File: config.mk
export PLATFORM = sky130hd
export DESIGN_NAME = muldiv_unit
export DESIGN_NICKNAME = d
export VERILOG_FILES = /design/src/rtl/muldiv_unit_pkg.sv /design/src/rtl/muldiv_iter.sv /design/src/rtl/muldiv_unit.sv
export SDC_FILE = /design/constraint.sdc
export NUM_CORES = 1
export LEC_CHECK = 0
export CAP_MARGIN = 20
export CORE_MARGIN = 3
export CORE_UTILIZATION = 40
export DETAILED_ROUTE_END_ITERATION = 8
export GPL_ROUTABILITY_DRIVEN = 0
export PLACE_DENSITY_LB_ADDON = 0.25
export SLEW_MARGIN = 0
export SYNTH_ARGS = -nofsm -noshare
export SYNTH_HDL_FRONTEND = slang
export SYNTH_SLANG_ARGS = --single-unit
File: constraint.sdc
create_clock -name clk_cpu -period 8.1 [get_ports clk_cpu]
set_input_delay 1.215 -clock clk_cpu [delete_from_list [all_inputs] [get_ports clk_cpu]]
set_output_delay 1.215 -clock clk_cpu [all_outputs]
set_load 0.01 [all_outputs]
File: src/rtl/muldiv_unit_pkg.sv
// Shared encodings for the iterative multiply/divide unit.
package muldiv_unit_pkg;

   typedef enum logic [1:0] {
      MD_OP_MULT  = 2'd0,
      MD_OP_MULTU = 2'd1,
      MD_OP_DIV   = 2'd2,
      MD_OP_DIVU  = 2'd3
   } md_op_e;

   typedef enum logic [1:0] {
      ST_IDLE = 2'd0,
      ST_RUN  = 2'd1,
      ST_FIN  = 2'd2
   } md_state_e;

   function automatic logic op_is_div(input md_op_e op);
      return op[1];
   endfunction

   function automatic logic op_is_signed(input md_op_e op);
      return ~op[0];
   endfunction

endpackage

File: src/rtl/muldiv_iter.sv
// Radix-2 datapath: shift-add multiply / restoring divide on operand magnitudes.
module muldiv_iter #(
   parameter int unsigned WIDTH = 32
) (
   input  logic             clk,
   input  logic             rst,
   input  logic             load,
   input  logic             step,
   input  logic             is_div,
   input  logic [WIDTH-1:0] a_mag,
   input  logic [WIDTH-1:0] b_mag,
   output logic [WIDTH-1:0] rem,
   output logic [WIDTH-1:0] quo,
   output logic             last_c
);

   localparam int unsigned CW = $clog2(WIDTH);

   logic [WIDTH-1:0] dvs;
   logic [CW-1:0]    cnt;
   logic [WIDTH:0]   sum;
   logic [WIDTH:0]   shifted;
   logic [WIDTH+1:0] diff;
   logic             unused_diff_msb;

   // rem holds the running high half (multiply) or partial remainder (divide)
   always_comb begin
      sum     = {1'b0, rem} + (quo[0] ? {1'b0, dvs} : (WIDTH+1)'(0));
      shifted = {rem, quo[WIDTH-1]};
      diff    = {1'b0, shifted} - {2'b00, dvs};
   end

   // After a successful subtract the difference is below the divisor
   assign unused_diff_msb = diff[WIDTH];
   assign last_c          = (cnt == CW'(WIDTH-1));

   always_ff @(posedge clk or posedge rst) begin
      if (rst) begin
         rem <= '0;
         quo <= '0;
         dvs <= '0;
         cnt <= '0;
      end else if (load) begin
         rem <= '0;
         quo <= a_mag;
         dvs <= b_mag;
         cnt <= '0;
      end else if (step) begin
         cnt <= cnt + CW'(1);
         if (is_div) begin
            if (diff[WIDTH+1]) begin
               rem <= shifted[WIDTH-1:0];
               quo <= {quo[WIDTH-2:0], 1'b0};
            end else begin
               rem <= diff[WIDTH-1:0];
               quo <= {quo[WIDTH-2:0], 1'b1};
            end
         end else begin
            rem <= sum[WIDTH:1];
            quo <= {sum[0], quo[WIDTH-1:1]};
         end
      end
   end

endmodule

File: src/rtl/muldiv_unit.sv
// MIPS-style HI/LO multiply/divide unit: control FSM, sign fix-up and HI/LO registers.
module muldiv_unit
   import muldiv_unit_pkg::*;
#(
   parameter int unsigned WIDTH = 32
) (
   input  logic             clk_cpu,
   input  logic             reset,
   input  logic             start,
   input  logic [1:0]       op,
   input  logic [WIDTH-1:0] a,
   input  logic [WIDTH-1:0] b,
   input  logic             cancel,
   input  logic             hi_wr,
   input  logic             lo_wr,
   input  logic [WIDTH-1:0] wr_data,
   output logic [WIDTH-1:0] hi,
   output logic [WIDTH-1:0] lo,
   output logic             busy,
   output logic             done
);

   md_state_e        state, state_nxt;
   md_op_e           op_in;
   logic             sgn_in, a_neg, b_neg;
   logic [WIDTH-1:0] a_mag, b_mag;
   logic             div_q, neg_q, neg_r, b_zero_q;
   logic             load_c, step_c, fin_c, last_c;
   logic [WIDTH-1:0] rem, quo;
   logic [2*WIDTH-1:0] prod_fix;
   logic [WIDTH-1:0] res_hi, res_lo;

   // Operand magnitudes; unsigned ops never negate
   always_comb begin
      op_in  = md_op_e'(op);
      sgn_in = op_is_signed(op_in);
      a_neg  = sgn_in & a[WIDTH-1];
      b_neg  = sgn_in & b[WIDTH-1];
      a_mag  = a_neg ? WIDTH'(-a) : a;
      b_mag  = b_neg ? WIDTH'(-b) : b;
   end

   always_ff @(posedge clk_cpu or posedge reset) begin
      if (reset) state <= ST_IDLE;
      else       state <= state_nxt;
   end

   always_comb begin
      state_nxt = state;
      case (state)
         ST_IDLE: if (start && !cancel) state_nxt = ST_RUN;
         ST_RUN:  if (cancel)           state_nxt = ST_IDLE;
                  else if (last_c)      state_nxt = ST_FIN;
         ST_FIN:                        state_nxt = ST_IDLE;
         default:                       state_nxt = ST_IDLE;
      endcase
   end

   always_comb begin
      load_c = 1'b0;
      step_c = 1'b0;
      fin_c  = 1'b0;
      case (state)
         ST_IDLE: load_c = start & ~cancel;
         ST_RUN:  step_c = 1'b1;
         ST_FIN:  fin_c  = ~cancel;
         default: ;
      endcase
   end

   // Operation attributes captured on the accepting edge
   always_ff @(posedge clk_cpu or posedge reset) begin
      if (reset) begin
         div_q    <= 1'b0;
         neg_q    <= 1'b0;
         neg_r    <= 1'b0;
         b_zero_q <= 1'b0;
      end else if (load_c) begin
         div_q    <= op_is_div(op_in);
         neg_q    <= a_neg ^ b_neg;
         neg_r    <= a_neg;
         b_zero_q <= (b == '0);
      end
   end

   muldiv_iter #(.WIDTH(WIDTH)) u_iter (
      .clk    (clk_cpu),
      .rst    (reset),
      .load   (load_c),
      .step   (step_c),
      .is_div (div_q),
      .a_mag  (a_mag),
      .b_mag  (b_mag),
      .rem    (rem),
      .quo    (quo),
      .last_c (last_c)
   );

   // Divide by zero leaves rem = |a|, so the remainder fix-up restores hi = a
   always_comb begin
      prod_fix = neg_q ? (2*WIDTH)'(-{rem, quo}) : {rem, quo};
      if (div_q) begin
         res_lo = b_zero_q ? '1 : (neg_q ? WIDTH'(-quo) : quo);
         res_hi = neg_r ? WIDTH'(-rem) : rem;
      end else begin
         res_lo = prod_fix[WIDTH-1:0];
         res_hi = prod_fix[2*WIDTH-1:WIDTH];
      end
   end

   always_ff @(posedge clk_cpu or posedge reset) begin
      if (reset) begin
         hi   <= '0;
         lo   <= '0;
         busy <= 1'b0;
         done <= 1'b0;
      end else begin
         busy <= (state_nxt != ST_IDLE);
         done <= fin_c;
         if (fin_c) begin
            hi <= res_hi;
            lo <= res_lo;
         end else if (state == ST_IDLE) begin
            if (hi_wr) hi <= wr_data;
            if (lo_wr) lo <= wr_data;
         end
      end
   end

endmodule

# Word level (Yosys, flattened, before mapping)
# Index checks and enable logic that the tools add are counted.
[totals] wordCells=73 in_bits=104 output_inout_bits=66 ff_bits=173
[classes] reduce_logical=11 n_eq_ne=3 muxes=32 bitwise=6 add_sub_neg=8
[op_table] cell="$mux W32" count=21
[op_table] cell="$neg A32 Y32" count=4
[op_table] cell="$mux W64" count=1
[op_table] cell="$neg A64 Y64" count=1
[op_table] cell="$sub A33 B32 Y34" count=1
[op_table] cell="$add A32 B33 Y33" count=1
[op_table] cell="$logic_not A32 Y1" count=1
[op_table] cell="$mux W5" count=2
[op_table] cell="$reduce_bool A2 Y1" count=5
[op_table] cell="$mux W2" count=3
[op_table] cell="$add A5 B1 Y5 const B" count=1
[op_table] cell="$eq A5 B5 Y1 const B" count=1
[op_table] cell="$mux W1" count=4
[op_table] cell="$pmux W2 S2" count=1
[op_table] cell="$reduce_and A2 Y1" count=2
[op_table] cell="$and A1 B1 Y1" count=3
[op_table] cell="$eq A2 B1 Y1 const B" count=1
[op_table] cell="$eq A2 B2 Y1 const B" count=1
[op_table] cell="$logic_not A2 Y1" count=1
[op_table] cell="$not A1 Y1" count=2
[op_table] cell="$logic_and A1 B1 Y1" count=1
[op_table] cell="$logic_not A1 Y1" count=1
[op_table] cell="$xor A1 B1 Y1" count=1

# Longest topological paths before layout
# Gate-level depths: netlist (run 1).
[depth] depth_word=5 mapped_depth=14 depth_no_buf=13

# Modules after synthesis
# From an unflattened synthesis (run 1), not the netlist that was laid out.
[hier_totals] cells_unflattened=1865 area_unflattened_um2=14989.4
[by_module_without_submodules] mod="muldiv_iter" cells_per_inst=1085 n_inst=1 seq_area_each_um2=2527.4 area_per_inst_um2=8712.1
[by_module_without_submodules] mod="muldiv_unit" cells_per_inst=780 n_inst=1 seq_area_each_um2=1801.7 area_per_inst_um2=6277.3

# Worst setup path after synthesis (run 1)
# OpenSTA, ideal clock, no wires.
[synth_path] kind="input-to-reg" start="input port a[8]" end="register u_iter.quo[25]" stages=8 t_arrival_ns=3.557 setup_ns=0.133 path_buffers=0 setup_slack_ns=4.410 required_time_ns=7.967 path_cell_list="or4_1 -> or4_1 -> or3_1 -> nand2b_1 -> or2_2 -> o41ai_1 -> xor2_1 -> o21ai_0"
[synth_between] elab_chain_len=3
[synth_rtl] item="from (decl)" line_no="muldiv_unit.sv:11" rtl="input logic [WIDTH-1:0] a,"
[synth_rtl] item="$neg A32 Y32" line_no="muldiv_unit.sv:39" rtl="a_mag = a_neg ? WIDTH'(-a) : a;"
[synth_rtl] item="$mux W32" line_no="muldiv_unit.sv:39"
[synth_rtl] item="$mux W32" line_no="muldiv_iter.sv:43" rtl="end else if (load) begin"
[synth_rtl] item="to (signal assigned)" line_no="muldiv_iter.sv:45" rtl="quo <= a_mag;"
[synth_rtl] item="to (signal assigned)" line_no="muldiv_iter.sv:53" rtl="quo <= {quo[WIDTH-2:0], 1'b0};"
[synth_rtl] item="to (signal assigned)" line_no="muldiv_iter.sv:56" rtl="quo <= {quo[WIDTH-2:0], 1'b1};"
[synth_rtl] item="to (decl)" line_no="muldiv_iter.sv:13" rtl="output logic [WIDTH-1:0] quo,"
# Every way passes these cells.
# A chain may end at the register's enable or synchronous reset.

# Worst setup path in the final report (run 1)
[layout_path] start="register u_iter.rem[0]" end="register u_iter.rem[28]"
[layout_between] elab_chain_len=5 elab_cells_between_ends=6 cone_classes="add/sub (2); mux (4)"
[layout_rtl] item="from (decl)" line_no="muldiv_iter.sv:12" rtl="output logic [WIDTH-1:0] rem,"
[layout_rtl] item="from (signal assigned)" line_no="muldiv_iter.sv:52" rtl="rem <= shifted[WIDTH-1:0];"
[layout_rtl] item="from (signal assigned)" line_no="muldiv_iter.sv:55" rtl="rem <= diff[WIDTH-1:0];"
[layout_rtl] item="from (signal assigned)" line_no="muldiv_iter.sv:59" rtl="rem <= sum[WIDTH:1];"
[layout_rtl] item="$sub A33 B32 Y34" line_no="muldiv_iter.sv:30" rtl="diff = {1'b0, shifted} - {2'b00, dvs};"
[layout_rtl] item="$mux W32" line_no="muldiv_iter.sv:51" rtl="if (diff[WIDTH+1]) begin"
[layout_rtl] item="$mux W32 (*)" line_no="muldiv_iter.sv:50" rtl="if (is_div) begin"
[layout_rtl] item="$mux W32 (*)" line_no="muldiv_iter.sv:48" rtl="end else if (step) begin"
[layout_rtl] item="$mux W32 (*)" line_no="muldiv_iter.sv:43"
# Mark *: on every way between the ends. The rest lies on a longest branch, timed or not. The select of a mux whose other input is x is not followed.

==> metrics.yaml, run 1 <==
crit_chain: "inv_1 -> fa_1 -> nand2b_1 -> a21o_1 -> a211o_1 -> a211oi_1 -> o21ai_0 -> o21ai_0 -> a311o_1 -> nand3_1 -> o21ai_0"
clock-root-buffer: "clkbuf_16"
finalHoldViolations: 0
crit_top_cell: "o21ai_0"
clk_transition_reported_paths_ps: 80
n_antenna_cell: 0
holdWs_ps: 485
synth_edf_count: 0
die_area_mm2: 0.0377
synth_top_area_frac: 0.306
async_reset_ff_frac: 1.00
grt_usage: 0.243
max_stage_delay_ps: 630
irDropWorstVdd_mv: 0.184
status: "completed"
crit_required_ps: 8460
start_util: 0.408
cts_tree: "yes"
final_nets: 2014
cts_max_level: 4
design_area_mm2: 0.0168
ant_nets: 0
cp.arrival_ps: 4400
die_w_um: 194
final.fill_count: 3425
fmax_mhz: 247
slew_viol_final: 0
post_cts_buffers: 0
p_per_area_mw_per_mm2: 289
drv_cap: 0
ys_top_cells_by_count: "211 x nand2_1, 173 x dfrtp_1, 170 x o21ai_0"
maxSlewHeadroom: 0.233
dp_hpwl_um: 35600
critPathTopFamily: "compound AO/OA/AOI/OAI gates"
synth_top_area_cell: "dfrtp_1"
io_buffers: 169
post-place-ws_ps: 3760
ctsHoldBuffers: 0
yosys_warnings: 0
crit_buf_inv: 1
fin_skew_ps: 13.3
ys_seq_area_frac: 0.306
syn-num-nets: 1916
p_leak_nw: 6.87
seqCellArea_mm2: 0.00433
avgRoutedWirePerCell_um: 20.4
fin_tns_setup_ps: 0
finalCritPeriodShare: 0.499
synthCells: 1740
cp_slowest_cell: "a211oi_1"
dp_cells: 2272
final_core_util: 0.483
post_cts_resize_count: 0
synth_area_mm2: 0.0142
design.core.area_mm2: 0.0347
die_h_um: 194
clock_sinks: 173
grt_max_degree: 102
rsz0062_at_grt: "false"
dr_total_vias: 13700
syn_area_per_cell_um2: 8.14
syn_to_final_growth_pct: 18.4
cts_buffers: 17
fin_crit_ps: 4040
wl_um: 47000
worst_pin_slew_ps: 1150
rows: 68
multiInputGateArea_mm2: 0.00924
antenna_found_initial: 0
dr.pass1.iters: 5
final_cells: 2306
yosys_register_bits: 173
setup_slack_ps: 4060
end_kind: "flop"
start_kind: "flop"
setup_viol: 0
routed_via_density: 5.92
drive_above_1_share: 0.0465
grt_pass1_wl_um: 73700
clock_latency_ps: 450
synth_cell_types: 70
power.total_mw: 4.85
ios: 170
synth_area_leaders: "dfrtp_1 31%, ha_1 6.2%, o21ai_0 6.0%"
yosysMostFrequentCell: "nand2_1"
grt_overflow: 0
remaining_drc_errors: 0
hold_path_class: "reg -> reg"
dpl_cell_area_mm2: 0.0162
path_class: "reg -> reg"
drt_iter0_drc: 1189
clock_path_buffers: 2
grt_pass1_vias: 13000
worst-path-max-fanout: 9
synthFlopType: "dfrtp_1"
==> placed cells by master (no fill, tap or decap), types with 17 or more instances in the layout <==
cell type,n
xor2_1,95
clkdlybuf4s50_1,169
nand2b_1,21
inv_1,59
nand3_1,24
a32oi_1,23
nand4_1,17
nand2_1,211
or3_1,21
nor2_1,100
nor3_1,37
a211oi_1,23
a21o_1,24
nor2b_1,26
clkbuf_16,17
o211ai_1,38
ha_1,70
mux2i_1,62
a21oi_1,122
dfrtp_1,172
a22oi_1,31
xnor2_1,77
o31ai_1,27
o21ai_0,170
==> cell type report <==
cell class	instances	share of cell area
timing repair buffer	186	0.110
clock inverter	15	0.00836
tap	455	0.0339
inverter	61	0.0140
clock buffer	17	0.0254
multi-input combinational	1399	0.551
sequential	173	0.258
==> sequential cells by signal (all words and copies together), names as in the netlist, 2 cells and up <==
signal and count:
u_iter.quo 32, state 2, lo 32, hi 32, u_iter.cnt 5, u_iter.dvs 32
u_iter.rem 32
==> power breakdown <==
group	switching (mW)	internal [mW]	total (mW)	leakage (nW)
Clock	0.390	0.428	0.818	0.265
Sequential	0.346	1.07	1.41	2.13
Combinational	1.55	1.08	2.62	4.47
Total	2.28	2.57	4.85	6.87
==> worst paths after layout <==
kind | end | cells past startpoint | start | slack [ps]
setup / recovery | u_iter.rem[28] | 11 | u_iter.rem[0] | 4060
hold / removal | u_iter.dvs[5] | 2 | u_iter.dvs[5] | 480
setup reg to reg | u_iter.rem[28] | 11 | u_iter.rem[0] | 4060
hold reg to reg | u_iter.dvs[5] | 2 | u_iter.dvs[5] | 480
max in group asynchronous | u_iter.dvs[15] | 3 | reset | 5550
min in group asynchronous | lo[16] | 2 | reset | 1230
==> layer usage <==
| layer | vias up | routed length (µm) | track usage |
|---|---|---|---|
| met5 | - | 0 | 0 |
| met4 | 0 | 1280 | 0.0747 |
| met3 | 79 | 3380 | 0.0403 |
| met2 | 577 | 20600 | 0.366 |
| met1 | 6483 | 21700 | 0.356 |
| li1 | 6522 | - | - |
==> tightest hold or removal path: cells and delay by family (launching register included) <==
kind | cells | cell delay, ps
flops | 1 | 340
simple gates | 1 | 50
compound gates | 1 | 60
==> cells by family after synthesis <==
family / Yosys count / share of synthesized area
xor+xnor: 172 / 0.106
flops: 173 / 0.306
compound gates: 551 / 0.247
simple gates: 537 / 0.183
mux: 67 / 0.0478
buf+inv: 168 / 0.0459
fa+ha+maj: 72 / 0.0646
(Power assumes the default switching activity.)
==> inputs of run 2 (changes only) <==
clock period = 3.8 ns   (was 8.1 ns; I/O delays follow)
==> run 2 against run 1 <==
Against the previous run:
- design area rose by 2.5%
- hold slack got worse by 3.4 ps
- core utilization rose by 1.2 points
- wire length rose by 1.5%
- sequential share of layout area fell by 0.64 points
- fmax rose by 13%
- cell count rose by 2.0%
- critical path depth did not move
- die area did not move
- combinational power rose by 130%
==> metrics.yaml, run 2 (synthesis results as in run 1) <==
finalHoldViolations: 0
grt_max_degree: 66
path_class: "reg -> reg"
p_int_mw: 5.80
fin_skew_ps: 15.0
dr_total_vias: 14000
avgRoutedWirePerCell_um: 20.3
worst_pin_slew_ps: 995
finalCritPeriodShare: 0.946
end_kind: "flop"
cts_tree: "yes"
hold_path_class: "reg -> reg"
die_area_mm2: 0.0377
wl_um: 47700
final_nets: 2060
dp_hpwl_um: 36900
design.core.area_mm2: 0.0347
post-place-ws_ps: 99.3
pwr-share-clk: 0.176
grt_overflow: 0
drive_above_1_share: 0.0696
rsz0062_at_grt: "false"
dpl_cell_area_mm2: 0.0166
p_per_area_mw_per_mm2: 620
p_leak_nw: 7.14
clk_transition_reported_paths_ps: 70
start_util: 0.408
post_cts_buffers: 0
cts_max_level: 4
antenna_found_initial: 0
ios: 170
fin_crit_ps: 3590
clock_path_buffers: 2
comb_power_share: 0.557
final_core_util: 0.495
routed_via_density: 5.95
die_h_um: 194
cp.arrival_ps: 3960
power.net_switching_mw: 4.86
drv_cap: 0
seq_power_share: 0.267
setup_viol: 0
grt_pass1_vias: 13300
ant_nets: 0
clock-root-buffer: "clkbuf_16"
syn_to_final_growth_pct: 21.4
n_antenna_cell: 0
slew_viol_final: 0
crit_required_ps: 4160
holdWs_ps: 481
design_area_mm2: 0.0172
grt_pass1_wl_um: 74900
final_common_cell: "nand2_1"
dr.pass1.iters: 6
cts_buffers: 17
final_cell_mix: "211 x nand2_1, 172 x dfrtp_1, 170 x o21ai_0"
setup_slack_ps: 207
p_sw_frac: 0.456
fmax_mhz: 278
remaining_drc_errors: 0
clock_latency_ps: 460
dp_cells: 2318
final_cells: 2352
start_kind: "flop"
io_buffers: 169
drt_iter0_drc: 1311
irDropWorstVdd_mv: 0.406
rows: 68
clock_sinks: 173
maxSlewHeadroom: 0.337
grt_usage: 0.248
fin_tns_setup_ps: 0
power.total_mw: 10.7
die_w_um: 194
worst-path-max-fanout: 11
status: "completed"
-- run 2: cell count changes in the layout (fill, tap and decap cells not counted), moves of 2 or more --
cell       delta
clkbuf_1      +2
bufinv_16     +2
inv_8         -2
clkinv_2      -2
buf_12        +4
buf_4        +43
-- run 2: routing by layer --
layer / part of all wire / up-vias / GRT usage
li1: - / 6618 / -
met1: 0.46 / 6702 / 0.360
met2: 0.44 / 583 / 0.377
met3: 0.073 / 80 / 0.0408
met4: 0.027 / 0 / 0.0766
met5: 0 / - / 0
-- run 2: area by class of cell --
| cell class | count | area (µm²) |
|---|---|---|
| inverters | 61 | 233 |
| multi-input cells | 1399 | 9230 |
| clock buffers | 20 | 447 |
| well taps | 455 | 569 |
| clock inverters | 12 | 161 |
| repair buffers | 232 | 2230 |
| flip-flops and latches | 173 | 4330 |
| fillers | 3374 | 17500 |
-- run 2: path summary, 6_finish.rpt --
| kind | end | from | cells past startpoint | slack [ps] |
|---|---|---|---|---|
| max in group asynchronous | hi[9] | reset | 4 | 2650 |
| hold / removal | u_iter.dvs[26] | u_iter.dvs[26] | 2 | 480 |
| setup reg to reg | u_iter.rem[15] | u_iter.rem[6] | 11 | 210 |
| min in group asynchronous | lo[11] | reset | 3 | 580 |
| hold reg to reg | u_iter.dvs[26] | u_iter.dvs[26] | 2 | 480 |
| setup / recovery | u_iter.rem[15] | u_iter.rem[6] | 11 | 210 |
-- run 2: timing repair --
item,CTS,global route
setup endpoints to repair,0,6
resized for setup,0,2
hold buffers,0,0
-- run 2: critical path, stage by stage, from the launching register on --
cell and delay [ps]:
dfrtp_1 540, ha_1 470, nand2_1 70, o21ai_0 630, a21oi_1 270, a31oi_1 300
or3_1 480, buf_4 300, nor2_1 50, a21oi_1 130, a21oi_1 80, o21ai_0 180
-- run 2: power by group through the flow --
stage	clock network (mW)	registers (mW)	logic, mW
3_5_place_dp	0	2.86	5.80
3_3_place_gp	0	2.85	5.72
2_1_floorplan	0	2.75	3.93
4_1_cts	1.90	2.83	5.83
5_1_grt	1.98	2.91	6.47
6_report	1.88	2.85	5.93
